[config.mk]
export PLATFORM = sky130hd
export DESIGN_NAME = alu_seq_flat
export DESIGN_NICKNAME = d
export VERILOG_FILES = /design/src/rtl/alu_seq_if.sv /design/src/rtl/alu_seq.sv /design/src/flat_wrapper.sv
export SDC_FILE = /design/constraint.sdc
export NUM_CORES = 1
export LEC_CHECK = 0
export ABC_AREA = 1
export BUFFER_PORTS_ARGS = -buffer_cell sky130_fd_sc_hd__buf_2
export CAP_MARGIN = 25
export CORE_MARGIN = 4
export CORE_UTILIZATION = 25
export DETAILED_ROUTE_END_ITERATION = 8
export PLACE_DENSITY_LB_ADDON = 0.15
export SLEW_MARGIN = 5
export SYNTH_ARGS = -nofsm -noshare
export SYNTH_HDL_FRONTEND = slang
export SYNTH_SLANG_ARGS = --single-unit
[constraint.sdc]
create_clock -name clk -period 4.6 [get_ports clk]
set_input_delay 0.46 -clock clk [delete_from_list [all_inputs] [get_ports clk]]
set_output_delay 0.46 -clock clk [all_outputs]
set_load 0.05 [all_outputs]
[src/rtl/alu_seq_if.sv]
// Request/response bundle between operand fetch, the sequential ALU and writeback.
// Signal names follow the ALU's established port names.
interface alu_seq_if #(
    parameter int unsigned WIDTH = 32
);
    logic             in_valid;
    logic             in_ready;
    logic [WIDTH-1:0] A;
    logic [WIDTH-1:0] B;
    logic [3:0]       ALUOp;
    logic             out_valid;
    logic             out_ready;
    logic [WIDTH-1:0] Result;
    logic             Zero;
    logic             Carry;
    logic             Overflow;
    logic             Illegal;

    modport master (
        output in_valid, A, B, ALUOp, out_ready,
        input  in_ready, out_valid, Result, Zero, Carry, Overflow, Illegal
    );

    modport slave (
        input  in_valid, A, B, ALUOp, out_ready,
        output in_ready, out_valid, Result, Zero, Carry, Overflow, Illegal
    );
endinterface

[src/rtl/alu_seq.sv]
// Sequential ALU with a registered result and status flags, a valid/ready handshake on both sides,
// and an iterative shift-add multiplier that takes WIDTH cycles.
module alu_seq #(
    parameter int unsigned WIDTH  = 32,
    parameter int unsigned MUL_EN = 1
) (
    input logic      clk,
    input logic      rst_n,
    alu_seq_if.slave bus
);
    localparam int unsigned SHW = $clog2(WIDTH);
    localparam logic [SHW-1:0] CntLast = SHW'(WIDTH - 1);

    localparam logic [3:0] OpAdd  = 4'd0;
    localparam logic [3:0] OpAnd  = 4'd1;
    localparam logic [3:0] OpOr   = 4'd2;
    localparam logic [3:0] OpNor  = 4'd3;
    localparam logic [3:0] OpSub  = 4'd4;
    localparam logic [3:0] OpXor  = 4'd5;
    localparam logic [3:0] OpSlt  = 4'd6;
    localparam logic [3:0] OpSltu = 4'd7;
    localparam logic [3:0] OpSll  = 4'd8;
    localparam logic [3:0] OpSrl  = 4'd9;
    localparam logic [3:0] OpSra  = 4'd10;
    localparam logic [3:0] OpMul  = 4'd11;

    typedef enum logic [1:0] {StIdle, StMul, StDone} state_e;

    state_e             state_q, state_d;
    logic [2*WIDTH-1:0] acc_q, acc_d;
    logic [2*WIDTH-1:0] mcand_q, mcand_d;
    logic [WIDTH-1:0]   mplier_q, mplier_d;
    logic [SHW-1:0]     cnt_q, cnt_d;
    logic [WIDTH-1:0]   result_q, result_d;
    logic               zero_q, zero_d;
    logic               carry_q, carry_d;
    logic               ovf_q, ovf_d;
    logic               illegal_q, illegal_d;

    logic [WIDTH:0]     sum_add, sum_sub;
    logic [SHW-1:0]     shamt;
    logic [WIDTH-1:0]   alu_res;
    logic               alu_c, alu_v, alu_ill, is_mul;
    logic [2*WIDTH-1:0] acc_next;

    // Single-cycle datapath, evaluated on the live request operands at accept.
    always_comb begin
        sum_add = {1'b0, bus.A} + {1'b0, bus.B};
        sum_sub = {1'b0, bus.A} + {1'b0, ~bus.B} + {{WIDTH{1'b0}}, 1'b1};
        shamt   = bus.B[SHW-1:0];
        is_mul  = (bus.ALUOp == OpMul) && (MUL_EN != 0);
        alu_res = '0;
        alu_c   = 1'b0;
        alu_v   = 1'b0;
        alu_ill = 1'b0;
        case (bus.ALUOp)
            OpAdd: begin
                alu_res = sum_add[WIDTH-1:0];
                alu_c   = sum_add[WIDTH];
                alu_v   = (bus.A[WIDTH-1] == bus.B[WIDTH-1]) &&
                          (sum_add[WIDTH-1] != bus.A[WIDTH-1]);
            end
            OpSub: begin
                alu_res = sum_sub[WIDTH-1:0];
                alu_c   = sum_sub[WIDTH];
                alu_v   = (bus.A[WIDTH-1] != bus.B[WIDTH-1]) &&
                          (sum_sub[WIDTH-1] != bus.A[WIDTH-1]);
            end
            OpAnd:   alu_res = bus.A & bus.B;
            OpOr:    alu_res = bus.A | bus.B;
            OpNor:   alu_res = ~(bus.A | bus.B);
            OpXor:   alu_res = bus.A ^ bus.B;
            OpSlt:   alu_res = WIDTH'($signed(bus.A) < $signed(bus.B));
            OpSltu:  alu_res = WIDTH'(bus.A < bus.B);
            OpSll:   alu_res = bus.A << shamt;
            OpSrl:   alu_res = bus.A >> shamt;
            OpSra:   alu_res = $unsigned($signed(bus.A) >>> shamt);
            OpMul:   alu_ill = (MUL_EN == 0);
            default: alu_ill = 1'b1;
        endcase
    end

    always_comb begin
        state_d   = state_q;
        acc_d     = acc_q;
        mcand_d   = mcand_q;
        mplier_d  = mplier_q;
        cnt_d     = cnt_q;
        result_d  = result_q;
        zero_d    = zero_q;
        carry_d   = carry_q;
        ovf_d     = ovf_q;
        illegal_d = illegal_q;
        acc_next  = acc_q + (mplier_q[0] ? mcand_q : '0);
        case (state_q)
            StIdle: begin
                if (bus.in_valid) begin
                    if (is_mul) begin
                        acc_d     = '0;
                        mcand_d   = {{WIDTH{1'b0}}, bus.A};
                        mplier_d  = bus.B;
                        cnt_d     = '0;
                        illegal_d = 1'b0;
                        state_d   = StMul;
                    end else begin
                        result_d  = alu_res;
                        zero_d    = (alu_res == '0) && !alu_ill;
                        carry_d   = alu_c;
                        ovf_d     = alu_v;
                        illegal_d = alu_ill;
                        state_d   = StDone;
                    end
                end
            end
            StMul: begin
                acc_d    = acc_next;
                mcand_d  = mcand_q << 1;
                mplier_d = mplier_q >> 1;
                cnt_d    = cnt_q + 1'b1;
                if (cnt_q == CntLast) begin
                    result_d = acc_next[WIDTH-1:0];
                    zero_d   = (acc_next[WIDTH-1:0] == '0);
                    carry_d  = 1'b0;
                    ovf_d    = |acc_next[2*WIDTH-1:WIDTH];
                    state_d  = StDone;
                end
            end
            StDone: begin
                if (bus.out_ready) begin
                    illegal_d = 1'b0;
                    state_d   = StIdle;
                end
            end
            default: state_d = StIdle;
        endcase
    end

    always_ff @(posedge clk or negedge rst_n) begin
        if (!rst_n) begin
            state_q   <= StIdle;
            acc_q     <= '0;
            mcand_q   <= '0;
            mplier_q  <= '0;
            cnt_q     <= '0;
            result_q  <= '0;
            zero_q    <= 1'b0;
            carry_q   <= 1'b0;
            ovf_q     <= 1'b0;
            illegal_q <= 1'b0;
        end else begin
            state_q   <= state_d;
            acc_q     <= acc_d;
            mcand_q   <= mcand_d;
            mplier_q  <= mplier_d;
            cnt_q     <= cnt_d;
            result_q  <= result_d;
            zero_q    <= zero_d;
            carry_q   <= carry_d;
            ovf_q     <= ovf_d;
            illegal_q <= illegal_d;
        end
    end

    assign bus.in_ready  = rst_n && (state_q == StIdle);
    assign bus.out_valid = (state_q == StDone);
    assign bus.Result    = result_q;
    assign bus.Zero      = zero_q;
    assign bus.Carry     = carry_q;
    assign bus.Overflow  = ovf_q;
    assign bus.Illegal   = illegal_q;
endmodule
[src/flat_wrapper.sv]
// flat-port wrapper written by rule: the top's interface ports become plain ports
module alu_seq_flat 
#(
    parameter int unsigned WIDTH  = 32,
    parameter int unsigned MUL_EN = 1
)
  (clk, rst_n, bus_in_valid, bus_A, bus_B, bus_ALUOp, bus_out_ready, bus_in_ready, bus_out_valid, bus_Result, bus_Zero, bus_Carry, bus_Overflow, bus_Illegal);
  alu_seq_if #(.WIDTH(WIDTH)) bus_i ();
  input logic clk;
  input logic rst_n;
  input wire logic [$bits(bus_i.in_valid)-1:0] bus_in_valid;
  input wire logic [$bits(bus_i.A)-1:0] bus_A;
  input wire logic [$bits(bus_i.B)-1:0] bus_B;
  input wire logic [$bits(bus_i.ALUOp)-1:0] bus_ALUOp;
  input wire logic [$bits(bus_i.out_ready)-1:0] bus_out_ready;
  output wire logic [$bits(bus_i.in_ready)-1:0] bus_in_ready;
  output wire logic [$bits(bus_i.out_valid)-1:0] bus_out_valid;
  output wire logic [$bits(bus_i.Result)-1:0] bus_Result;
  output wire logic [$bits(bus_i.Zero)-1:0] bus_Zero;
  output wire logic [$bits(bus_i.Carry)-1:0] bus_Carry;
  output wire logic [$bits(bus_i.Overflow)-1:0] bus_Overflow;
  output wire logic [$bits(bus_i.Illegal)-1:0] bus_Illegal;
  assign bus_i.in_valid = bus_in_valid;
  assign bus_i.A = bus_A;
  assign bus_i.B = bus_B;
  assign bus_i.ALUOp = bus_ALUOp;
  assign bus_i.out_ready = bus_out_ready;
  assign bus_in_ready = bus_i.in_ready;
  assign bus_out_valid = bus_i.out_valid;
  assign bus_Result = bus_i.Result;
  assign bus_Zero = bus_i.Zero;
  assign bus_Carry = bus_i.Carry;
  assign bus_Overflow = bus_i.Overflow;
  assign bus_Illegal = bus_i.Illegal;
  alu_seq #(.WIDTH(WIDTH), .MUL_EN(MUL_EN)) u_core (.clk(clk), .rst_n(rst_n), .bus(bus_i));
endmodule
# Yosys cells after proc, flatten, opt, wreduce, memory -nomap -nowiden
# Index checks and enable logic that the tools add are counted.
word_totals:
  reg_bits: 203
  latch_bits: 0
  ramBits: 0
  romBits: 0
  input_bits: 72
  output_inout_bits: 38
  elab_cells: 106
  n_memories: 0
classes:
  addsub: 5
  n_mul: 0
  div: 0
  n_lt_le_gt_ge: 2
  eq_ne: 23
  shift: 3
  mux: 42
  bitwise: 5
  reduce_logical: 16
ops:
  columns: ["operator", "n"]
  rows:
  - ["case mux 32 bit (11 select lines)", 1]
  - ["2-to-1 mux 64 bit", 5]
  - ["case mux 64 bit (2 select lines)", 2]
  - ["2-to-1 mux 32 bit", 5]
  - ["case mux 32 bit (2 select lines)", 2]
  - ["adder 32 x 32 -> 33 bit", 2]
  - ["adder 64 bit", 1]
  - ["logical NOT 32 bit", 2]
  - ["less-than comparator 32 bit", 2]
  - ["inverter 32 bit", 2]
  - ["adder 33 x 1 -> 33 bit (second input constant)", 1]
  - ["bitwise AND 32 bit", 1]
  - ["OR 32 bit", 1]
  - ["OR reduction 32 bit", 1]
  - ["left shift 32 x 5 -> 32 bit", 1]
  - ["right shift 32 x 5 -> 32 bit", 1]
  - [">>> shifter 32 x 5 -> 32 bit", 1]
  - ["bitwise XOR 32 bit", 1]
  - ["equality test 4 x 3 -> 1 bit (second input constant)", 4]
  - ["equality test 4 bit (second input constant)", 4]
  - ["2-to-1 mux 1 bit", 13]
  - ["case mux 1 bit (2 select lines)", 6]
  - ["OR reduction 12 bit", 1]
  - ["2-to-1 mux 5 bit", 2]
  - ["other kinds (19)", 34]

# Longest topological paths before layout
depth:
  depth_word: 9
  depth_mapped: 25
  depth_no_buf: 23

# Least setup slack after synthesis
# Ideal clock, no wire load.
synth_timing:
  path_kind: "input-to-reg"
  startpoint: "in bus_B[4]"
  endpoint: "reg u_core.zero_q (netlist: u_core.bus.Zero)"
  setup_ns: 0.073
  t_arrival_ns: 2.918
  required_time_ns: 4.527
  setup_slack_ns: 1.609
  path_stages: 23
  n_path_buf: 4
  cell_sequence: "inv_1 buf_2 buf_2 clkbuf_1 ha_1 buf_4 nor2_1 nand2_1 inv_1 nand2_1 nand2_1 nand2_1 nand3_1 nand2_1 nand2_1 nor2_1 nor2_1 nand2_1 nor2_1 nand4_1 nor2_1 nand2_1 a21oi_2"
synth_between:
  elab_chain_len: 9
  elab_cells_between_ends: 19
  classes_between: "add/sub (3); order compare (2); shift (3); mux (4); bitwise (5); reduce/logical (2)"
synth_rtl:
  columns: ["element", "line_no", "rtl"]
  rows:
  - ["from (decl)", "flat_wrapper.sv:13", "input wire logic [$bits(bus_i.B)-1:0] bus_B;"]
  - ["inverter 32 bit", "alu_seq.sv:49", "sum_sub = {1'b0, bus.A} + {1'b0, ~bus.B} + {{WIDTH{1'b0}}, 1'b1};"]
  - ["adder 32 x 32 -> 33 bit", "alu_seq.sv:49", null]
  - ["adder 33 x 1 -> 33 bit", "alu_seq.sv:49", null]
  - ["case mux 32 bit (11 select lines) (*)", "alu_seq.sv:56", "case (bus.ALUOp)"]
  - ["logical NOT 32 bit (*)", "alu_seq.sv:107", "zero_d = (alu_res == '0) && !alu_ill;"]
  - ["logical AND 1 bit (*)", "alu_seq.sv:107", null]
  - ["2-to-1 mux 1 bit (*)", "alu_seq.sv:98", "if (is_mul) begin"]
  - ["2-to-1 mux 1 bit (*)", "alu_seq.sv:97", "if (bus.in_valid) begin"]
  - ["case mux 1 bit (2 select lines) (*)", "alu_seq.sv:95", "case (state_q)"]
  - ["to (signal assigned)", "alu_seq.sv:157", "zero_q <= zero_d;"]
  - ["to (decl)", "alu_seq.sv:35", "logic zero_q, zero_d;"]
# Every way passes the cells marked *; elsewhere a longest branch is shown, timed or not. The select of a mux whose other input is x is not followed.
# A chain may end at the register's enable or synchronous reset.

# Worst setup path after layout
layout_timing:
  startpoint: "reg u_core.mplier_q[0]"
  endpoint: "reg u_core.ovf_q (netlist: u_core.bus.Overflow)"
layout_between:
  elab_chain_len: 5
layout_rtl:
  columns: ["element", "line_no", "rtl"]
  rows:
  - ["from (decl)", "alu_seq.sv:32", "logic [WIDTH-1:0] mplier_q, mplier_d;"]
  - ["from (signal assigned)", "alu_seq.sv:154", "mplier_q <= mplier_d;"]
  - ["2-to-1 mux 64 bit", "alu_seq.sv:94", "acc_next = acc_q + (mplier_q[0] ? mcand_q : '0);"]
  - ["adder 64 bit", "alu_seq.sv:94", null]
  - ["OR reduction 32 bit", "alu_seq.sv:124", "ovf_d = |acc_next[2*WIDTH-1:WIDTH];"]
  - ["2-to-1 mux 1 bit", "alu_seq.sv:120", "if (cnt_q == CntLast) begin"]
  - ["case mux 1 bit (2 select lines)", "alu_seq.sv:95", null]
  - ["to (signal assigned)", "alu_seq.sv:159", "ovf_q <= ovf_d;"]
  - ["to (decl)", "alu_seq.sv:37", "logic ovf_q, ovf_d;"]
# No other way between the ends. The select of a mux whose other input is x is not followed.

==> flow_metrics.py <==
metrics = {
    "yosys": {
        "syn_nets": 4342,
        "ys.flop_type": "dfrtp_1",
        "synth_top_area_share_pct": 21.2,
        "synth.most_common_cell": "nand2_1",
        "syn_area_sq_um": 24000,
        "ys_types": 54,
        "ys_top_cells_by_area": "dfrtp_1 (21%), nand2_1 (20%), nand3_1 (11%)",
        "ys_async_sr_fraction_pct": 100,
        "synth_edf_count": 0,
        "synth_seq_cells": 203,
        "yosys.area.top_type": "dfrtp_1",
        "synthCells": 4098,
        "synthTopCellsByCount": "nand2_1 (1268), inv_1 (527), nand3_1 (512)",
        "syn_area_per_cell_sq_um": 5.85,
        "ys_warn_count": 0,
        "seq_area_frac_synth_pct": 21.2,
    },
    "clocking": {
        "cts.root.buffer_cell": "clkbuf_16",
        "cts_buffers": 30,
        "tritoncts": "built",
        "cts.clk_slew.worst_paths_ns": 0.06,
        "h-tree-depth": 1,
        "clk_path_buf_depth": 3,
        "post_cts_resized": 0,
        "cts_sinks": 203,
        "clk_latency_ns": 0.66,
    },
    "run": {
        "max_cap_viol_count": 0,
    },
    "die": {
        "die_x_um": 318,
        "initial_core_util_pct": 25.2,
        "ios": 110,
        "fp.coreArea_sq_um": 95000,
        "die-area_sq_um": 101000,
        "die_y_um": 318,
        "rows": 113,
    },
    "critical_path": {
        "worstPathArrival_ns": 4.77,
        "crit_slowest_cell": "nor3_1",
        "crit_path_max_fanout": 46,
        "path_cells": "buf_12, nand2_1, inv_1, ha_1, nand2_1, nor2_1, inv_1, nor2_1, inv_1, nor3_1, nand3_1, nand2_1, nand2_1, nand2_1, nand3_1, nor2_1, nand4_1, nand2_1, nand2_1",
        "required_ns": 5.11,
        "slowest_delay_ns": 0.70,
        "crit_path_start_kind": "flip-flop",
        "worstSetupPathType": "reg -> reg",
        "end_kind": "flip-flop",
        "r2r_cells": 19,
        "cpMostUsedCell": "nand2_1",
    },
    "place": {
        "portBuffers": 109,
        "dp_hpwl_mm": 109,
        "pre_cts_ws_ns": 0.556,
        "place_congestion": 1.05,
    },
    "drt": {
        "vias": 28209,
        "wirelength_mm": 134,
        "drt_iter0_drc": 2856,
        "ant_nets": 0,
        "avgRoutedWirePerCell_um": 24.6,
        "dr.pass1.iters": 8,
        "vias_per_cell": 5.19,
        "drcViolationCount": 0,
    },
    "power_and_ir_drop": {
        "p_leak_nw": 13.8,
        "ir_worst_vdd_mv": 0.290,
        "power.density_nw_per_um2": 481,
    },
    "sta": {
        "max_freq_ghz": 0.235,
        "finalSetupTns_ns": 0,
        "rsz0062_at_grt": "no",
        "setup-violations-final": 0,
        "clock_skew_ns": 0.0493,
        "fin_ws_ns": 0.345,
        "hold_viol_final": 0,
        "max_slew_margin_pct": 27.7,
        "finalCritPeriodShare_pct": 92.5,
        "worstMarginPinSlew_ns": 1.07,
        "slew_viol_final": 0,
        "period_minus_slack_ns": 4.26,
    },
    "hold_path": {
        "min_path_type": "in -> reg",
        "hold_depth": 3,
    },
    "grt": {
        "grt_pass1_vias": 27341,
        "antenna_found_initial": 12,
        "grt-ovfl-total": 0,
        "grt_max_degree": 103,
        "grt_pass1_wl_mm": 191,
        "grt_util_all_layers_pct": 25.4,
    },
    "layout": {
        "seq_area_sq_um": 5080,
        "area_growth_pct": 12.3,
        "drive_above_1_share_pct": 6.56,
        "nNetsFinal": 4382,
        "num-fill-cells": 11093,
        "multi_input_comb_area_sq_um": 16100,
    },
    "status": {
        "outcome": "completed",
    },
}
[metrics by stage]
stage                     utilization, %  hold slack, ns  cell area, sq um  std cells  power (mW)
after global routing                28.3           0.114             26900       5427        13.9
after CTS                           28.3          0.0838             26900       5427        13.0
after detailed placement            27.2           0.421             25900       5369        10.4
after global placement              27.2           0.416             25900       5369        10.5
final                               28.3           0.114             26900       5432        12.9
after floorplan                        -           0.164             24000       4098        7.69
[worst paths after layout]
path | start | to | slack, ns
max reg2reg | u_core.mplier_q[0] | u_core.bus.Overflow | 0.34
max in group asynchronous | rst_n | u_core.mplier_q[4] | 3.14
max | u_core.mplier_q[0] | u_core.bus.Overflow | 0.34
min reg2reg | u_core.cnt_q[2] | u_core.cnt_q[2] | 0.48
min in group asynchronous | rst_n | u_core.bus.Zero | 0.35
min | bus_B[20] | u_core.mplier_q[20] | 0.11
[cells in the final DEF, fill, tap and decap left out, drive strengths merged, types with 3 or more instances in the layout]
cell      synthesis  final
and2              4      4
nand3           514    514
nor2            388    388
xnor2            14     14
nor3             34     34
a31oi             7      7
ha              169    169
nor4              4      4
clkinvlp          0      3
o21bai           17     17
a21o             15     15
or2              21     21
a21oi           210    210
clkbuf           71     36
o2111ai           3      3
a21boi           24     24
clkinv            6     17
nand4            46     46
nand2          1281   1281
o21ai           251    251
diode             0      5
o21a             17     17
dfrtp           203    203
xor2             14     14
a211oi            5      5
inv             540    544
buf              80    157
o211ai           79     79
o221ai            3      3
o22ai            44     44
a22o             18     18
fa                3      3
nand3b            6      6
a221oi            3      3
[flip-flops by register name (all words and copies together) (netlist names)]
register,flops
u_core.acc_q,64
u_core.bus.Carry,1
u_core.bus.Illegal,1
u_core.bus.Overflow,1
u_core.bus.Result,32
u_core.bus.Zero,1
u_core.cnt_q,5
u_core.mcand_q,64
u_core.mplier_q,32
u_core.state_q,2
[worst max-delay path: cells and delay by family (launching register included)]
| family | cells | cell delay, ns |
|---|---|---|
| adder cells (fa/ha/maj) | 1 | 0.42 |
| buffers and inverters | 4 | 0.50 |
| flip-flops | 1 | 0.54 |
| AND/OR/NAND/NOR | 14 | 2.59 |
[cells by family (layout without fill, tap and decap cells)]
kind of cell	count (synthesis)	after routing	share of synthesized area [%]
DFF	203	203	21.2
adders and majority gates	172	172	9.08
AOI/OAI and AO/OA	699	699	17.1
xor gates and xnor gates	28	28	1.02
buffers and inverters	697	761	11.6
and+or+nand+nor	2299	2299	40.1
other	0	5	0
[cell type report]
class,count,area share [%]
multi-input cells,3198,59.9
flip-flops and latches,203,18.9
inverters,546,7.65
well taps,1265,5.88
repair buffers,159,3.80
clock buffers,36,3.06
clock inverters,20,0.744
diodes,5,0.0465
[layer usage]
layer  wire length, um  vias to the layer above  track usage [%]
met5                64                        -                0
met4              7820                       10             12.2
met3              9480                      242             3.81
met2             58000                     1107             39.8
met1             58300                    13396             34.2
li1                  -                    13454                -
[report_power, final]
part | leakage [nW] | total (mW) | internal, mW | switching (mW)
Clock | 0.505 | 2.45 | 1.40 | 1.06
Sequential | 2.59 | 3.15 | 2.57 | 0.582
Combinational | 10.7 | 7.33 | 2.09 | 5.25
[what timing repair did]
item | CTS | global route
hold buffers | 2 | 0
setup buffers | 0 | 0
hold endpoints to repair | 50 | 0
Note: power is estimated with default switching activity, not from simulation.
